==> config.mk <==
export PLATFORM = sky130hd
export DESIGN_NAME = seg_quire_acc_flat
export DESIGN_NICKNAME = d
export VERILOG_FILES = /design/src/rtl/seg_quire_acc_if.sv /design/src/rtl/seg_quire_acc.sv /design/src/flat_wrapper.sv
export SDC_FILE = /design/constraint.sdc
export NUM_CORES = 1
export LEC_CHECK = 0
export CELL_PAD_IN_SITES_DETAIL_PLACEMENT = 0
export CELL_PAD_IN_SITES_GLOBAL_PLACEMENT = 2
export CORE_MARGIN = 2
export CORE_UTILIZATION = 43
export CTS_BUF_LIST = sky130_fd_sc_hd__clkbuf_16
export DETAILED_ROUTE_END_ITERATION = 6
export DONT_BUFFER_PORTS = 1
export PLACE_DENSITY = 0.95
export SYNTH_ARGS = -nofsm -noshare
export SYNTH_HDL_FRONTEND = slang
export SYNTH_SLANG_ARGS = --single-unit
==> constraint.sdc <==
create_clock -name clk_i -period 16.1 [get_ports clk_i]
set_input_delay 4.83 -clock clk_i [delete_from_list [all_inputs] [get_ports clk_i]]
set_output_delay 4.83 -clock clk_i [all_outputs]
set_load 0.005 [all_outputs]
==> src/rtl/seg_quire_acc_if.sv <==
// Term-input / result-output bundle for the segmented quire accumulator.
// The master drives terms and consumes results; the slave is the accumulator.
interface seg_quire_acc_if #(
    parameter int MW    = 8,
    parameter int SEGW  = 24,
    parameter int NSEG  = 4,
    parameter int HEADW = 6,
    parameter int MAXK  = 16
);
    localparam int BW   = NSEG * SEGW;
    localparam int TW   = HEADW + BW;
    localparam int POSW = $clog2(BW);
    localparam int LW   = $clog2(MAXK + 1);

    logic            start;
    logic [LW-1:0]   cfg_len;
    logic            in_vld;
    logic            in_rdy;
    logic            in_sign;
    logic [MW-1:0]   in_mts;
    logic [POSW-1:0] in_pos;
    logic            out_vld;
    logic            out_rdy;
    logic [TW-1:0]   out_acc;
    logic            out_ovf;
    logic            busy;

    modport master (
        output start, cfg_len, in_vld, in_sign, in_mts, in_pos, out_rdy,
        input  in_rdy, out_vld, out_acc, out_ovf, busy
    );

    modport slave (
        input  start, cfg_len, in_vld, in_sign, in_mts, in_pos, out_rdy,
        output in_rdy, out_vld, out_acc, out_ovf, busy
    );
endinterface

==> src/rtl/seg_quire_acc.sv <==
// Segmented carry-save quire accumulator for the posit MAC datapath.
// Optional macro QACC_OVF_EN widens the head by 2 bits and reports signed overflow on out_ovf.
module seg_quire_acc #(
    parameter int MW    = 8,
    parameter int SEGW  = 24,
    parameter int NSEG  = 4,
    parameter int HEADW = 6,
    parameter int MAXK  = 16
) (
    input  logic           clk_i,
    input  logic           rstn,
    seg_quire_acc_if.slave bus
);
    localparam int BW  = NSEG * SEGW;
    localparam int TW  = HEADW + BW;
    localparam int LW  = $clog2(MAXK + 1);
    localparam int FCW = $clog2(NSEG + 1);
`ifdef QACC_OVF_EN
    localparam int HW  = HEADW + 2;
`else
    localparam int HW  = HEADW;
`endif

    typedef enum logic [1:0] {IDLE, ACC, FLUSH, DONE} state_t;

    state_t           r_state;
    state_t           w_next;
    logic [LW-1:0]    r_len;
    logic [LW-1:0]    r_cnt;
    logic [FCW-1:0]   r_fcnt;
    logic [SEGW+1:0]  r_seg [NSEG];
    logic [HW-1:0]    r_head;
    logic [TW-1:0]    r_acc;

    logic             w_accept;
    logic             w_lastTerm;
    logic             w_flushDone;
    logic [TW-1:0]    w_shift;
    logic [TW-1:0]    w_opnd;
    logic [SEGW-1:0]  w_slice   [NSEG];
    logic [1:0]       w_cin     [NSEG];
    logic [SEGW+1:0]  w_segNext [NSEG];
    logic [BW-1:0]    w_body;
    logic [HW-1:0]    w_hslice;
    logic [HW-1:0]    w_headNext;

    assign w_accept    = (r_state == ACC) && bus.in_vld;
    assign w_lastTerm  = w_accept && ((r_cnt + LW'(1)) == r_len);
    assign w_flushDone = (r_state == FLUSH) && (r_fcnt == FCW'(NSEG));

    assign w_shift = {{(TW-MW){1'b0}}, bus.in_mts} << bus.in_pos;
    assign w_opnd  = bus.in_sign ? -w_shift : w_shift;

    // Each segment adds its own payload, its slice and the guard bits of the segment below.
    for (genvar gi = 0; gi < NSEG; gi++) begin : g_seg
        if (gi == 0) begin : g_lo
            assign w_cin[gi] = 2'b00;
        end else begin : g_hi
            assign w_cin[gi] = r_seg[gi-1][SEGW+1:SEGW];
        end
        assign w_slice[gi]   = w_accept ? w_opnd[gi*SEGW +: SEGW] : '0;
        assign w_segNext[gi] = {2'b00, r_seg[gi][SEGW-1:0]} + {2'b00, w_slice[gi]}
                             + {{SEGW{1'b0}}, w_cin[gi]};
        assign w_body[gi*SEGW +: SEGW] = r_seg[gi][SEGW-1:0];
    end

`ifdef QACC_OVF_EN
    assign w_hslice = w_accept ? {{2{w_opnd[TW-1]}}, w_opnd[TW-1 -: HEADW]} : '0;
`else
    assign w_hslice = w_accept ? w_opnd[TW-1 -: HEADW] : '0;
`endif
    assign w_headNext = r_head + w_hslice + {{(HW-2){1'b0}}, r_seg[NSEG-1][SEGW+1:SEGW]};

    always_ff @(posedge clk_i or negedge rstn) begin
        if (!rstn) begin
            r_state <= IDLE;
        end else begin
            r_state <= w_next;
        end
    end

    always_comb begin
        w_next = r_state;
        case (r_state)
            IDLE:    if (bus.start) w_next = (bus.cfg_len == '0) ? FLUSH : ACC;
            ACC:     if (w_lastTerm) w_next = FLUSH;
            FLUSH:   if (w_flushDone) w_next = DONE;
            DONE:    if (bus.out_rdy) w_next = IDLE;
            default: w_next = IDLE;
        endcase
    end

    // FLUSH keeps propagating guard bits; the extra cycle after NSEG updates captures the result.
    always_ff @(posedge clk_i or negedge rstn) begin
        if (!rstn) begin
            for (int i = 0; i < NSEG; i++) r_seg[i] <= '0;
            r_head <= '0;
            r_len  <= '0;
            r_cnt  <= '0;
            r_fcnt <= '0;
            r_acc  <= '0;
        end else begin
            case (r_state)
                IDLE: begin
                    for (int i = 0; i < NSEG; i++) r_seg[i] <= '0;
                    r_head <= '0;
                    r_fcnt <= '0;
                    if (bus.start) begin
                        r_len <= bus.cfg_len;
                        r_cnt <= '0;
                    end
                end
                ACC: begin
                    if (w_accept) begin
                        for (int i = 0; i < NSEG; i++) r_seg[i] <= w_segNext[i];
                        r_head <= w_headNext;
                        r_cnt  <= r_cnt + LW'(1);
                    end
                end
                FLUSH: begin
                    for (int i = 0; i < NSEG; i++) r_seg[i] <= w_segNext[i];
                    r_head <= w_headNext;
                    if (w_flushDone) begin
                        r_acc <= {r_head[HEADW-1:0], w_body};
                    end else begin
                        r_fcnt <= r_fcnt + FCW'(1);
                    end
                end
                default: ;
            endcase
        end
    end

`ifdef QACC_OVF_EN
    logic r_ovf;

    always_ff @(posedge clk_i or negedge rstn) begin
        if (!rstn) begin
            r_ovf <= 1'b0;
        end else if (r_state == IDLE) begin
            r_ovf <= 1'b0;
        end else if (w_flushDone) begin
            r_ovf <= !((r_head[HEADW+1] == r_head[HEADW]) && (r_head[HEADW] == r_head[HEADW-1]));
        end
    end

    assign bus.out_ovf = r_ovf;
`else
    assign bus.out_ovf = 1'b0;
`endif

    assign bus.in_rdy  = (r_state == ACC);
    assign bus.out_vld = (r_state == DONE);
    assign bus.busy    = (r_state != IDLE);
    assign bus.out_acc = r_acc;
endmodule

==> src/flat_wrapper.sv <==
// flat-port wrapper written by rule: the top's interface ports become plain ports
module seg_quire_acc_flat 
#(
    parameter int MW    = 8,
    parameter int SEGW  = 24,
    parameter int NSEG  = 4,
    parameter int HEADW = 6,
    parameter int MAXK  = 16
)
  (clk_i, rstn, bus_start, bus_cfg_len, bus_in_vld, bus_in_sign, bus_in_mts, bus_in_pos, bus_out_rdy, bus_in_rdy, bus_out_vld, bus_out_acc, bus_out_ovf, bus_busy);
  seg_quire_acc_if #(.MW(MW), .SEGW(SEGW), .NSEG(NSEG), .HEADW(HEADW), .MAXK(MAXK)) bus_i ();
  input  logic clk_i;
  input  logic rstn;
  input wire logic [$bits(bus_i.start)-1:0] bus_start;
  input wire logic [$bits(bus_i.cfg_len)-1:0] bus_cfg_len;
  input wire logic [$bits(bus_i.in_vld)-1:0] bus_in_vld;
  input wire logic [$bits(bus_i.in_sign)-1:0] bus_in_sign;
  input wire logic [$bits(bus_i.in_mts)-1:0] bus_in_mts;
  input wire logic [$bits(bus_i.in_pos)-1:0] bus_in_pos;
  input wire logic [$bits(bus_i.out_rdy)-1:0] bus_out_rdy;
  output wire logic [$bits(bus_i.in_rdy)-1:0] bus_in_rdy;
  output wire logic [$bits(bus_i.out_vld)-1:0] bus_out_vld;
  output wire logic [$bits(bus_i.out_acc)-1:0] bus_out_acc;
  output wire logic [$bits(bus_i.out_ovf)-1:0] bus_out_ovf;
  output wire logic [$bits(bus_i.busy)-1:0] bus_busy;
  assign bus_i.start = bus_start;
  assign bus_i.cfg_len = bus_cfg_len;
  assign bus_i.in_vld = bus_in_vld;
  assign bus_i.in_sign = bus_in_sign;
  assign bus_i.in_mts = bus_in_mts;
  assign bus_i.in_pos = bus_in_pos;
  assign bus_i.out_rdy = bus_out_rdy;
  assign bus_in_rdy = bus_i.in_rdy;
  assign bus_out_vld = bus_i.out_vld;
  assign bus_out_acc = bus_i.out_acc;
  assign bus_out_ovf = bus_i.out_ovf;
  assign bus_busy = bus_i.busy;
  seg_quire_acc #(.MW(MW), .SEGW(SEGW), .NSEG(NSEG), .HEADW(HEADW), .MAXK(MAXK)) u_core (.clk_i(clk_i), .rstn(rstn), .bus(bus_i));
endmodule
==> out/summary.txt, run 1 <==
Synth unique cells = 99
Clk buf depth = 3
Pwr Total = 2.46 mW
Cells after synthesis = 2454
Top FF cell, synth = dfrtp_1
First-pass GRT wire length = 107 mm
# H-tree levels = 1
Crit path max fanout = 28
Final Hold Viols = 0
Share of cells above drive strength 1 = 0.0970
CTS tree = built
Slew HR = 0.309
Final setup viols = 0
Nets = 2535
Seq/Total Area, Yosys = 0.285
Seq cells post-synth = 226
Max Slew Vio Count = 0
Layout area overhead = 6.61%
Core area = 45500 um2
Fmax achieved = 77.7 MHz
Syn Area/Cell = 8.10 um2
Clk_lat worst skew = 0.58 ns
Via count = 18.4k
Post-DP Area = 20300 um2
Non-Filler Instances = 3003
DP HPWL = 52.2 mm
P_leak = 9.28 nW
Root cell of the clock tree = clkbuf_16
Number of synthesized flops with an enable pin = 0
Hold-fix buffers at CTS = 0
Total track usage = 0.287
Ys async rst share = 1.00
Clock slew at reported path FFs = 0.06 ns
Starting Density = 0.437
Antenna Violating Nets Remaining = 0
Place WS = 2.92 ns
Post-layout min period = 12.87 ns
Post-Synthesis Net Count = 2606
Min-delay worst type = reg -> reg
Placed insts = 2955
Largest net degree at the start of global routing = 227
Number of global-route vias before repair = 17.9k
# resized after CTS = 0
First-iteration detailed-routing DRC count = 1376
Crit path kind = in -> reg
Pwr Density = 116 nW/um2
Most common cell after layout, fill and taps aside = nand2_1
Fin Hold WS = 0.501 ns
Outcome = finished, final reports clean
RSZ-0062 raised after global routing = no
Peak supply drop = 117 uV
Area leader, netlist = dfrtp_1
Worst path arrival time = 13.29 ns
Post-CTS setup buffers = 0
Post-DR wirelength/cell = 22.9 um
Antenna violations before repair = 0
I/O Buffers = 0
WL final = 68.9 mm
Clk sinks = 226
FF-to-FF setup slack = 9.63 ns
Post-synthesis cell area = 19900 um2
Die area = 47900 um2
I/O pins = 132
# DRC = 0
Die width = 219 um
Top cells by area, synth = dfrtp_1 (28%), ha_1 (7.4%), mux2_2 (6.4%)
Most frequent cells in the layout = nand2_1 (310), nor2_1 (248), o21ai_0 (238), dfrtp_1 (226), a21oi_1 (139)
Final period util = 0.799
Syn. warnings = 0
Final core utilization = 0.466
Via density per instance = 6.11
CP Launch Type = input port
Worst-margin pin slew = 1.01 ns
Routability Congestion = 1.00
Filler cells = 4478
Grt ovf = 0
Clock Skew = 0.0131 ns
CTS buffer count = 26
Max-cap violations = 0
Die span in y = 219 um
Setup TNS = 0 ns
DRT Pass-1 Iters = 5
Synth top area share = 0.285
Final instance area = 21200 um2
Final WS setup = 3.23 ns
Site row count = 78
Critical Path Sink Type = flop
Critical path data required time = 16.52 ns
-- state kept, by name, indices dropped and copies added (netlist names) --
name	count
u_core.r_seg	103
u_core.bus.out_acc	102
u_core.r_head	6
u_core.r_cnt	5
u_core.r_len	5
u_core.r_fcnt	3
u_core.r_state	2
-- worst max-delay path: stages --
cell and delay, ns:
mux4_2 0.53, and2_1 0.23, a211oi_4 0.64, nand2b_2 0.28
or4_4 0.57, a221o_1 0.53, nor2_1 0.26, a21oi_1 0.20
or2_2 0.39, xnor2_1 0.13, nor2_1 0.10, ha_1 0.19
inv_1 0.06, fa_1 0.40, nor2b_1 0.12, o21ai_0 0.11
a21boi_1 0.28, o22ai_1 0.23, a21oi_1 0.29, xnor2_1 0.14
or4b_2 0.75, nor4_1 0.90, nand4_1 0.34, nor4_1 0.50
xnor2_1 0.19, o21ai_0 0.09
-- synth_stat cells (13+ instances only) --
library cell and instances:
or2_2 18, a21o_1 49, a31oi_1 28, nor4_1 13, nand3_1 66, nor2b_1 20, dfrtp_1 226, o22ai_1 25
inv_1 64, ha_1 117, o21a_1 19, and2_1 23, a21oi_1 139, o211ai_1 15, xnor2_1 122, o21ai_0 238
xor2_1 79, a22oi_1 14, clkbuf_1 97, nand2b_1 22, nand4_1 29, nor3_1 52, nor2_1 249, mux2_2 113
and3_1 20, nand2_1 313, or3_1 21, o31ai_1 21
-- report_power, final --
group | leakage (nW) | total (mW) | switching [mW] | internal, mW
logic | 5.74 | 1.10 | 0.724 | 0.372
clock network | 0.418 | 0.600 | 0.257 | 0.343
registers | 3.12 | 0.768 | 0.105 | 0.663
total | 9.28 | 2.46 | 1.09 | 1.38
-- cell families after synthesis --
kind of cell               share of synthesized area
and+or+nand+nor                                0.210
AOI/OAI and AO/OA                              0.221
DFF                                            0.285
xor gates and xnor gates                      0.0886
buffers and inverters                         0.0363
muxes                                         0.0763
adders and majority gates                     0.0828
other                                       0.000189
-- metal layers --
metal | GRT usage | routed length (um)
met5 | 0 | 0
met1 | 0.385 | 30400
met3 | 0.0428 | 4380
met2 | 0.470 | 31700
met4 | 0.101 | 2390
-- cell type report --
| cell class | instances | area, um2 | area share |
|---|---|---|---|
| antenna | 1 | 2.50 | 0.000118 |
| sequential | 226 | 5660 | 0.267 |
| clock buffer | 26 | 651 | 0.0307 |
| inverter | 65 | 244 | 0.0115 |
| tap | 600 | 751 | 0.0354 |
| timing repair buffer | 20 | 150 | 0.00709 |
| multi-input combinational | 2044 | 13500 | 0.639 |
| clock inverter | 21 | 199 | 0.00939 |
-- final timing paths --
kind	start	endpoint	cells past startpoint
worst max-delay path	bus_in_pos[0]	u_core.r_seg[49]$_DFFE_PN0P_	26
worst max register to register	u_core.r_state[1]$_DFFE_PN0P_	u_core.r_seg[49]$_DFFE_PN0P_	16
min in group asynchronous	rstn	u_core.bus.out_acc[35]$_DFFE_PN0P_	0
max in group asynchronous	rstn	u_core.r_seg[7]$_DFFE_PN0P_	0
worst min register to register	u_core.r_seg[76]$_DFFE_PN0P_	u_core.r_seg[76]$_DFFE_PN0P_	2
worst min-delay path	u_core.r_seg[76]$_DFFE_PN0P_	u_core.r_seg[76]$_DFFE_PN0P_	2
No activity file was read; power rests on OpenSTA's default activity.
==> inputs of run 2 (changes only) <==
- ABC_AREA: unset -> 1
- CORE_UTILIZATION: 43 -> 37
- PLACE_DENSITY: 0.95 -> 0.94
- clock period: 16.1 -> 12.3 ns (I/O delays scaled with it)
==> out/summary.txt, run 2 <==
Seq cells post-synth = 226
Starting Density = 0.376
Final WS setup = 3.21 ns
Layout area overhead = 6.77%
Critical Path Sink Type = flop
Critical path data required time = 12.75 ns
# DRC = 0
Die span in y = 243 um
I/O Buffers = 0
CTS buffer count = 28
CTS tree = built
Core area = 56500 um2
CP max stage cell = nor2_2
Via density per instance = 5.28
Place WS = 2.75 ns
I/O pins = 132
Crit path max fanout = 56
Fmax achieved = 110 MHz
Crit path kind = in -> reg
Hold-fix buffers at CTS = 0
P_leak = 11.3 nW
Post-CTS setup buffers = 0
Top FF cell, synth = dfrtp_1
Root cell of the clock tree = clkbuf_16
Min-delay worst type = reg -> reg
# H-tree levels = 1
Max-cap violations = 0
Outcome = finished, final reports clean
Synth top cells by count = nand2_1 (766), inv_1 (387), nor2_1 (366)
Largest net degree at the start of global routing = 227
Share of cells above drive strength 1 = 0.0669
Setup TNS = 0 ns
First-pass GRT wire length = 114 mm
Synth top area share = 0.267
Worst-margin pin slew = 1.15 ns
Final setup viols = 0
Post-synthesis cell area = 21200 um2
Post-Synthesis Net Count = 3418
Final Hold Viols = 0
Routability Congestion = 0.961
Antenna Violating Nets Remaining = 0
Syn. warnings = 0
Top reg by flops = u_core.r_seg
Clock Skew = 0.0207 ns
First-iteration detailed-routing DRC count = 1892
Ys async rst share = 1.00
Most common cell on crit path = nand2_1
Post-DR wirelength/cell = 18.2 um
Most frequent cells in the layout = nand2_1 (765), inv_1 (392), nor2_1 (365), o21ai_0 (279), dfrtp_1 (226)
Peak supply drop = 150 uV
Clk buf depth = 3
Area leader, netlist = dfrtp_1
Max incr delay on CP = 0.94 ns
RSZ-0062 raised after global routing = no
Final period util = 0.739
# resized after CTS = 0
Filler cells = 6144
DP HPWL = 56.0 mm
Cells after synthesis = 3266
Syn Area/Cell = 6.50 um2
Die area = 59300 um2
Post-layout min period = 9.09 ns
Max Slew Vio Count = 0
Site row count = 87
Number of synthesized flops with an enable pin = 0
Antenna violations before repair = 0
Pwr Density = 171 nW/um2
CP Launch Type = input port
WL final = 72.3 mm
Worst path arrival time = 9.54 ns
Via count = 21.0k
Slew HR = 0.234
Top cells by area, synth = dfrtp_1 (27%), nand2_1 (14%), ha_1 (6.9%)
ANT cells = 0
Count leader, synth = nand2_1
Number of global-route vias before repair = 19.9k
Max reg flops = 103
Synth unique cells = 67
Clk_lat worst skew = 0.58 ns
Total track usage = 0.241
DRT Pass-1 Iters = 6
Grt ovf = 0
Most common cell after layout, fill and taps aside = nand2_1
Die width = 243 um
Clk sinks = 226
Seq/Total Area, Yosys = 0.267
Nets = 3349
Clock slew at reported path FFs = 0.06 ns
run 2: cell count changes in the layout (fill, tap and decap cells not counted), sizes merged, moves of 23 or more:
cell,change
o21ai,+60
inv,+348
nand2,+483
xnor2,-101
nand4,+71
nor2,+157
mux2,-105
nor3,+33
nand2b,-23
nand3,+184
a21o,-38
xor2,-26
a21oi,+49
run 2: worst paths after layout:
kind,start,end,slack [ns],cells past startpoint
max,bus_in_pos[5],u_core.r_seg[41]$_DFFE_PN0P_,3.21,31
min,u_core.r_seg[50]$_DFFE_PN0P_,u_core.r_seg[50]$_DFFE_PN0P_,0.50,2
max reg2reg,u_core.r_state[1]$_DFFE_PN0P_,u_core.r_seg[41]$_DFFE_PN0P_,6.44,28
min reg2reg,u_core.r_seg[50]$_DFFE_PN0P_,u_core.r_seg[50]$_DFFE_PN0P_,0.50,2
max in group asynchronous,rstn,u_core.bus.out_acc[69]$_DFFE_PN0P_,8.85,0
min in group asynchronous,rstn,u_core.bus.out_acc[32]$_DFFE_PN0P_,2.83,0
run 2: cells by family (layout without fill, tap and decap cells):
logic type                 Yosys count  count (layout)  synth area share
xor gates and xnor gates            74              74            0.0305
and+or+nand+nor                   1681            1681             0.360
AOI/OAI and AO/OA                  624             624             0.162
other                                1               1          0.000177
DFF                                226             226             0.267
adders and majority gates          126             126            0.0775
buffers and inverters              523             473            0.0980
muxes                               11              11           0.00578
run 2: metrics by stage:
step           cells  power, mW  hold WS (ns)  area (um2)   util
6_report        3972       3.88         0.496       22700  0.401
5_1_grt         3972       4.21         0.535       22700  0.401
4_1_cts         3972       3.93         0.502       22700  0.401
3_5_place_dp    3923       3.05         0.481       21700  0.385
3_3_place_gp    3923       3.05         0.487       21700  0.385
2_1_floorplan   3266       2.48         0.456       21200      -
run 2: layout make-up:
class,count,area [um2],share of cell area
Clock buffer,29,726,0.0320
Clock inverter,20,189,0.00834
Inverter,414,1560,0.0688
Multi-Input combinational cell,2517,13500,0.596
Sequential cell,226,5660,0.250
Tap cell,756,946,0.0418
Timing Repair Buffer,10,75.1,0.00331
run 2: where the power goes:
group	internal [mW]	total, mW	switching, mW
Clock	0.504	0.842	0.338
Sequential	0.999	1.22	0.224
Combinational	0.544	1.82	1.27
Total	2.05	3.88	1.83
run 2: critical path: cells and delay by family:
kind / cells / cell delay (ns)
adders and majority gates: 3 / 1.06
AOI/OAI and AO/OA: 6 / 0.77
and+or+nand+nor: 17 / 3.43
buffers and inverters: 5 / 0.54
run 2: metal layers:
layer	part of all wire	GRT usage	vias up
li1	-	-	10728
met1	0.46	0.335	9582
met2	0.45	0.393	554
met3	0.060	0.0357	108
met4	0.027	0.0590	0
met5	0	0	-
==> inputs of run 3 (changes only) <==
- ABC_AREA: 1 -> 0
- CORE_UTILIZATION: 37 -> 40
- PLACE_DENSITY: 0.94 -> 0.93
- clock period: 12.3 -> 8.85 ns (I/O delays scaled with it)
==> out/summary.txt, run 3 (synthesized netlist as in run 1, its figures left out) <==
Max reg flops = 103
Crit path max fanout = 28
Share of cells above drive strength 1 = 0.227
Via count = 19.8k
Most common cell after layout, fill and taps aside = buf_4
CP Launch Type = input port
Final setup viols = 0
Place WS = -0.325 ns
Antenna Violating Nets Remaining = 0
I/O pins = 132
Largest net degree at the start of global routing = 227
Pwr Total = 5.04 mW
Clk_lat worst skew = 0.58 ns
WL final = 72.3 mm
Antenna violations before repair = 0
CTS tree = built
Crit path kind = in -> reg
Max Slew Vio Count = 0
Hold-fix buffers at CTS = 0
Starting Density = 0.406
Die area = 51500 um2
CTS buffer count = 27
First-iteration detailed-routing DRC count = 1539
Routability Congestion = 1.01
Root cell of the clock tree = clkbuf_16
Slew HR = 0.264
Die span in y = 227 um
Final Hold Viols = 0
Core area = 49000 um2
Final period util = 0.967
Number of global-route vias before repair = 19.5k
Total track usage = 0.280
Layout area overhead = 22.1%
Peak supply drop = 195 uV
Min-delay worst type = reg -> reg
Fmax achieved = 117 MHz
# H-tree levels = 1
Most frequent cells in the layout = buf_4 (381), nand2_1 (309), nor2_1 (246), o21ai_0 (234), dfrtp_1 (226)
Final core utilization = 0.496
I/O Buffers = 0
Clk buf depth = 3
Critical Path Sink Type = flop
DRT Pass-1 Iters = 5
Critical path data required time = 9.32 ns
Worst-margin pin slew = 1.10 ns
DP HPWL = 56.1 mm
Clock slew at reported path FFs = 0.06 ns
Top reg by flops = u_core.r_seg
Post-layout min period = 8.56 ns
Clock Skew = 0.00994 ns
Outcome = finished, final reports clean
Post-DR wirelength/cell = 21.1 um
First-pass GRT wire length = 113 mm
Max-cap violations = 0
Fin Hold WS = 0.507 ns
Die width = 227 um
Pwr Density = 208 nW/um2
Nets = 2898
Via density per instance = 5.77
Final WS setup = 0.290 ns
Site row count = 81
Worst path arrival time = 9.03 ns
Clk sinks = 226
# DRC = 0
ANT cells = 0
Grt ovf = 0
P_leak = 11.1 nW
-- run 3: layer usage --
metal  track usage  wire, um  part of all wire
met5             0         0                 0
met2         0.464     33300              0.46
met1         0.384     32800              0.45
met4        0.0815      2020             0.028
met3        0.0334      4140             0.057
-- run 3: power by group --
part	switching (mW)	internal [mW]
Clock	0.473	0.673
Sequential	0.204	1.21
Combinational	1.45	1.03
Total	2.13	2.91
-- run 3: metrics by stage --
stage / setup TNS, ns / std cells / area [um2]
3_5_place_dp: -4.04 / 3378 / 23300
3_3_place_gp: -2.24 / 3378 / 23300
2_1_floorplan: -0.485 / 2454 / 20100
4_1_cts: 0 / 3427 / 24200
6_report: 0 / 3430 / 24300
5_1_grt: -0.0519 / 3430 / 24300
-- run 3: cell type report --
class                      instances  area (um2)
clock inverter                    22         223
sequential                       226        5660
multi-input combinational       2044       13800
inverter                          65         244
tap                              664         831
fill                            4718       24700
clock buffer                      27         676
timing repair buffer             382        2880
-- run 3: what timing repair did --
action                     in CTS  in global routing
resized for setup               0                 12
buffers inserted                0                  3
setup endpoints to repair       0                 16
-- run 3: worst paths after layout --
| check | depth (start not counted) | end | slack, ns | from |
|---|---|---|---|---|
| max in group asynchronous | 0 | u_core.r_seg[13]$_DFFE_PN0P_ | 6.64 | rstn |
| hold reg to reg | 2 | u_core.r_seg[50]$_DFFE_PN0P_ | 0.51 | u_core.r_seg[50]$_DFFE_PN0P_ |
| setup reg to reg | 21 | u_core.r_seg[75]$_DFFE_PN0P_ | 3.42 | u_core.r_state[1]$_DFFE_PN0P_ |
| hold / removal | 2 | u_core.r_seg[50]$_DFFE_PN0P_ | 0.51 | u_core.r_seg[50]$_DFFE_PN0P_ |
| setup / recovery | 27 | u_core.r_seg[24]$_DFFE_PN0P_ | 0.29 | bus_in_pos[0] |
| min in group asynchronous | 0 | u_core.bus.out_acc[34]$_DFFE_PN0P_ | 1.78 | rstn |
-- run 3: critical path, cell delays in order --
cell and delay (ns):
mux4_2 0.49, a22o_1 0.26, o21a_2 0.24, nand2b_4 0.14
or4_4 0.43, a221o_1 0.39, or4b_4 0.60, nor3_4 0.17
nand3_2 0.11, nand2_2 0.10, xnor2_1 0.09, nor2_1 0.11
ha_2 0.20, inv_2 0.04, fa_2 0.33, nor2b_1 0.16
o21ai_2 0.08, a21boi_2 0.23, o21a_1 0.16, buf_4 0.12
o21bai_1 0.10, a2111oi_4 0.37, o211ai_1 0.21, nor4b_2 0.35
nand4_1 0.25, or3_1 0.38, a32o_1 0.26
